$ cat src/rtl/mc_sync_filter_if.sv
// rtl/mc_sync_filter_if.sv - channel bundle between async pins and the synchroniser/debounce filter
interface mc_sync_filter_if #(
   parameter int WIDTH = 4
);
   logic [WIDTH-1:0] async_i;
   logic             bypass_i;
   logic [WIDTH-1:0] sync_o;
   logic [WIDTH-1:0] filt_o;
   logic [WIDTH-1:0] rise_o;
   logic [WIDTH-1:0] fall_o;
   logic             change_o;

   modport master (
      output async_i, bypass_i,
      input  sync_o, filt_o, rise_o, fall_o, change_o
   );

   modport slave (
      input  async_i, bypass_i,
      output sync_o, filt_o, rise_o, fall_o, change_o
   );
endinterface

$ cat src/rtl/mc_sync_filter.sv
// rtl/mc_sync_filter.sv - per-channel multi-flop synchroniser, debounce filter and registered edge pulses
module mc_sync_filter #(
   parameter int               WIDTH      = 4,
   parameter int               STAGES     = 2,
   parameter int               FILTER_LEN = 4,
   parameter logic [WIDTH-1:0] RESET_VAL  = '0
) (
   input  logic              clk,
   input  logic              rstn,
   mc_sync_filter_if.slave   bus
);
   localparam int            CW       = $clog2(FILTER_LEN + 1);
   localparam logic [CW-1:0] CNT_LAST = CW'(FILTER_LEN - 1);

   (* ASYNC_REG = "TRUE" *) logic [WIDTH-1:0] chain [STAGES];

   logic [WIDTH-1:0]         sync;
   logic [WIDTH-1:0]         filt;
   logic [WIDTH-1:0]         filt_nxt;
   logic [WIDTH-1:0][CW-1:0] cnt;
   logic [WIDTH-1:0][CW-1:0] cnt_nxt;
   logic [WIDTH-1:0]         rise;
   logic [WIDTH-1:0]         fall;
   logic                     change;

   always_ff @(posedge clk) begin
      if (!rstn) begin
         for (int s = 0; s < STAGES; s++) chain[s] <= RESET_VAL;
      end else begin
         chain[0] <= bus.async_i;
         for (int s = 1; s < STAGES; s++) chain[s] <= chain[s-1];
      end
   end

   assign sync = chain[STAGES-1];

   // A channel's filtered value only moves after FILTER_LEN consecutive disagreeing samples.
   always_comb begin
      filt_nxt = filt;
      cnt_nxt  = '0;
      for (int i = 0; i < WIDTH; i++) begin
         if (bus.bypass_i) begin
            filt_nxt[i] = sync[i];
         end else if (sync[i] != filt[i]) begin
            if (cnt[i] == CNT_LAST) filt_nxt[i] = sync[i];
            else                    cnt_nxt[i]  = cnt[i] + CW'(1);
         end
      end
   end

   always_ff @(posedge clk) begin
      if (!rstn) begin
         filt   <= RESET_VAL;
         cnt    <= '0;
         rise   <= '0;
         fall   <= '0;
         change <= 1'b0;
      end else begin
         filt   <= filt_nxt;
         cnt    <= cnt_nxt;
         rise   <= filt_nxt & ~filt;
         fall   <= ~filt_nxt & filt;
         change <= |(filt_nxt ^ filt);
      end
   end

   assign bus.sync_o   = sync;
   assign bus.filt_o   = filt;
   assign bus.rise_o   = rise;
   assign bus.fall_o   = fall;
   assign bus.change_o = change;
endmodule

$ cat src/flat_wrapper.sv
// flat-port wrapper written by rule: the top's interface ports become plain ports
module mc_sync_filter_flat 
#(
   parameter int               WIDTH      = 4,
   parameter int               STAGES     = 2,
   parameter int               FILTER_LEN = 4,
   parameter logic [WIDTH-1:0] RESET_VAL  = '0
)
  (clk, rstn, bus_async_i, bus_bypass_i, bus_sync_o, bus_filt_o, bus_rise_o, bus_fall_o, bus_change_o);
  mc_sync_filter_if #(.WIDTH(WIDTH)) bus_i ();
  input  logic clk;
  input  logic rstn;
  input wire logic [$bits(bus_i.async_i)-1:0] bus_async_i;
  input wire logic [$bits(bus_i.bypass_i)-1:0] bus_bypass_i;
  output wire logic [$bits(bus_i.sync_o)-1:0] bus_sync_o;
  output wire logic [$bits(bus_i.filt_o)-1:0] bus_filt_o;
  output wire logic [$bits(bus_i.rise_o)-1:0] bus_rise_o;
  output wire logic [$bits(bus_i.fall_o)-1:0] bus_fall_o;
  output wire logic [$bits(bus_i.change_o)-1:0] bus_change_o;
  assign bus_i.async_i = bus_async_i;
  assign bus_i.bypass_i = bus_bypass_i;
  assign bus_sync_o = bus_i.sync_o;
  assign bus_filt_o = bus_i.filt_o;
  assign bus_rise_o = bus_i.rise_o;
  assign bus_fall_o = bus_i.fall_o;
  assign bus_change_o = bus_i.change_o;
  mc_sync_filter #(.WIDTH(WIDTH), .STAGES(STAGES), .FILTER_LEN(FILTER_LEN), .RESET_VAL(RESET_VAL)) u_core (.clk(clk), .rstn(rstn), .bus(bus_i));
endmodule
$ cat config.mk
export PLATFORM = sky130hd
export DESIGN_NAME = mc_sync_filter_flat
export DESIGN_NICKNAME = d
export VERILOG_FILES = /design/src/rtl/mc_sync_filter_if.sv /design/src/rtl/mc_sync_filter.sv /design/src/flat_wrapper.sv
export SDC_FILE = /design/constraint.sdc
export NUM_CORES = 1
export LEC_CHECK = 0
export ABC_AREA = 0
export CORE_MARGIN = 5
export CORE_UTILIZATION = 46
export DETAILED_ROUTE_END_ITERATION = 6
export GPL_TIMING_DRIVEN = 0
export PLACE_DENSITY = 0.79
export SYNTH_ARGS = -nofsm -noshare
export SYNTH_HDL_FRONTEND = slang
export SYNTH_SLANG_ARGS = --single-unit
export TNS_END_PERCENT = 20
$ cat constraint.sdc
create_clock -name clk -period 1.7 [get_ports clk]
set_input_delay 0.255 -clock clk [delete_from_list [all_inputs] [get_ports clk]]
set_output_delay 0.255 -clock clk [all_outputs]
set_load 0.01 [all_outputs]
==> results.py, run 1 <==
metrics = {
    "route": {
        "first_iter_violations": 17,
        "wl_per_cell_um": 13.7,
        "routed_wl_um": 2550,
        "num_vias": 961,
        "ant_nets": 0,
        "dr.pass1.iters": 4,
        "viasPerCell": 5.14,
        "drc": 0,
    },
    "sta": {
        "slew_viol_final": 0,
        "slew_headroom_pct": 74.8,
        "finalHoldViolations": 0,
        "rsz0062_at_grt": "yes",
        "setup-violations-final": 0,
        "fmaxAchievable_mhz": 603,
        "period_needed_ns": 1.66,
        "finClkSkew_ns": 0.00309,
        "finalWorstSetupSlack_ns": 0.0427,
        "timing.final.crit_share_pct": 97.5,
        "tightestPinTransition_ns": 0.378,
    },
    "global_route": {
        "grt_pass1_vias": 976,
        "grt_pass1_wl_um": 4370,
        "grtUsageMet1_pct": 15.5,
        "grt_max_degree": 11,
        "grt_overflow": 0,
        "antenna_found_initial": 0,
        "grt_use_total_pct": 13.5,
        "use_met3_pct": 4.33,
        "grt-busiest-layer": "met2",
        "grt.met2_usage_pct": 23.8,
    },
    "yosys": {
        "seq_area_frac_synth_pct": 47.5,
        "synth_top_family_by_area": "simple AND/OR/NAND/NOR gates",
        "synth_seq_cells": 33,
        "synth_fa_ha_area_share_pct": 14.4,
        "yosys.cell_types.count": 19,
        "syn_inst": 119,
        "synthArstFlopShare_pct": 0,
        "syn_nets": 142,
        "syn_area_um2": 1390,
        "synth-simple-area-share_pct": 17.7,
        "synth_flop_cell": "dfxtp_1",
        "syn_avg_cell_area_um2": 11.7,
        "synth-xor-area-share_pct": 2.52,
        "synth_compound_area_share_pct": 5.31,
        "yosys_warnings": 0,
        "synthMuxAreaShare_pct": 6.12,
        "synth_edf_count": 0,
    },
    "finish": {
        "design_area_um2": 1840,
        "drive_above_1_share_pct": 24.7,
        "nets": 176,
        "antenna_cells": 0,
        "flow.area_growth_from_synthesis_pct": 31.9,
    },
    "placement": {
        "port_buffers": 23,
        "dp_slack_ns": -0.364,
        "gp_congestion": 0.682,
        "dpl.hpwl_um": 1840,
        "place_area_um2": 1670,
    },
    "clocking": {
        "clk_latency_ns": 0.32,
        "cts.sink_count": 33,
        "clockRootBuffer": "clkbuf_4",
        "cts.clk_slew.worst_paths_ns": 0.09,
        "cts_buffers": 5,
        "cts_tree": "built",
        "clock_path_buffers": 2,
        "htree_levels": 2,
    },
    "outcome": {
        "status": "completed",
    },
    "critical_path": {
        "endpoint_kind": "flip-flop",
        "timing.setup.critical_path_class": "flip-flop to flip-flop",
        "crit_required_ns": 1.90,
        "crit_slowest_cell": "dfxtp_1",
        "crit_buf_inv": 0,
        "worstPathCellList": "ha_1 -> ha_2 -> nor2_4 -> mux2_4 -> ha_4 -> a41oi_2",
        "start_kind": "flip-flop",
        "cp_top_family": "adder cells",
        "cpPeakStageDelay_ns": 0.33,
        "worstPathArrival_ns": 1.86,
        "crit_path_max_fanout": 3,
    },
    "pwr": {
        "p_per_area_nw_per_um2": 741,
        "p_leak_uw": 0.000718,
        "irDropWorstVdd_mv": 0.638,
    },
    "floorplan": {
        "dieArea_um2": 4220,
        "coreArea_um2": 2980,
        "start_util_pct": 46.7,
        "ioPinCount": 24,
        "die_h_um": 65.0,
        "die_w_um": 65.0,
        "rows": 20,
    },
    "worst_hold_path": {
        "hold_path.class": "flip-flop to flip-flop",
    },
    "job": {
        "maxCapViolCount": 0,
    },
}
logic make-up after synthesis:
logic type	count (synthesis)
DFF	33
and+or+nand+nor	32
buffers and inverters	17
adders and majority gates	16
AOI/OAI and AO/OA	9
muxes	8
xor gates and xnor gates	4
cells in the mapped netlist, types with 4 or more instances:
cell | instances | area [um2]
o211ai_1 | 4 | 30.0
nor4b_1 | 7 | 61.3
dfxtp_1 | 33 | 661
buf_4 | 5 | 37.5
mux2i_1 | 4 | 40.0
inv_1 | 8 | 30.0
xnor2_1 | 4 | 35.0
and2_1 | 16 | 100
o41ai_1 | 4 | 35.0
mux2_2 | 4 | 45.0
and4b_1 | 4 | 40.0
ha_1 | 16 | 200
power by group:
part / internal (uW) / switching (uW) / leakage (uW) / total (uW)
combinational: 83.5 / 63.5 / 0.000421 / 147
sequential: 793 / 13.0 / 0.000270 / 806
clock: 165 / 242 / 0.0000265 / 407
registers in the layout, indices dropped and copies added, names as in the netlist:
| signal | flops |
|---|---|
| u_core.bus.filt_o | 4 |
| u_core.cnt | 12 |
| u_core.chain | 8 |
| u_core.bus.rise_o | 4 |
| u_core.bus.fall_o | 4 |
| u_core.bus.change_o | 1 |
what timing repair did:
item / CTS / global route
setup buffers: 4 / 0
resized for setup: 11 / 8
pin swaps: 4 / 0
endpoints found under the setup margin: 4 / 5
hold buffers: 0 / 0
endpoints found under the hold margin: 0 / 0
final timing paths:
check                      startpoint                             end  slack (ns)  depth (start not counted)
max          u_core.cnt[6]$_SDFF_PP0_  u_core.bus.change_o$_SDFF_PN0_        0.04                          6
min reg2reg  u_core.cnt[3]$_SDFF_PP0_        u_core.cnt[3]$_SDFF_PP0_        0.44                          1
max reg2reg  u_core.cnt[6]$_SDFF_PP0_  u_core.bus.change_o$_SDFF_PN0_        0.04                          6
min          u_core.cnt[3]$_SDFF_PP0_        u_core.cnt[3]$_SDFF_PP0_        0.44                          1
cell type report:
class / instances / area, um2
Timing Repair Buffer: 27 / 259
Fill cell: 240 / 1140
Buffer: 8 / 56.3
Sequential cell: 33 / 666
Multi-Input combinational cell: 69 / 731
Tap cell: 33 / 41.3
Inverter: 9 / 33.8
Clock buffer: 8 / 48.8
worst reg2reg max path, delay by kind of cell, from the launching register on:
family	cells	cell delay (ns)
AO/OA/AOI/OAI	1	0.11
adder cells (fa/ha/maj)	3	0.68
flip-flops	1	0.33
multiplexers	1	0.32
AND/OR/NAND/NOR	1	0.11
through the flow:
stage	utilization, %	hold slack, ns	TNS [ns]	power [uW]	std cells
floorplan	-	0.382	0	895	119
global placement	56.1	0.415	-0.775	950	175
detailed placement	56.1	0.423	-0.873	955	175
CTS	60.8	0.436	0	1370	187
global route	61.6	0.457	-0.0156	1430	187
finish	61.6	0.438	0	1360	187
cells in the final DEF, fill, tap and decap left out, drive strengths merged:
cell type / instances
nor2: 4
ha: 16
buf: 10
mux2i: 4
clkbuf: 10
xnor2: 4
dlygate4sd2: 1
o41ai: 4
and2: 16
nor4b: 8
dfxtp: 33
and4b: 4
mux2: 4
o211ai: 4
inv: 9
clkdlybuf4s50: 22
a41oi: 1
per-layer routing:
layer	wire length, um	vias up
met1	1110	455
met5	0	-
li1	-	480
met3	155	2
met2	1270	24
met4	19	0
(Power assumes the default switching activity.)
==> run 2: changes to the inputs <==
--- a/config.mk
+++ b/config.mk
@@ -6,6 +6,7 @@
 export NUM_CORES = 1
 export LEC_CHECK = 0
 export ABC_AREA = 0
+export ABC_CLOCK_PERIOD_IN_PS = 1700
 export CORE_MARGIN = 5
 export CORE_UTILIZATION = 46
 export DETAILED_ROUTE_END_ITERATION = 6
==> results of run 2 <==
Same layout as run 1: the final DEF is identical, and so are final timing and power.
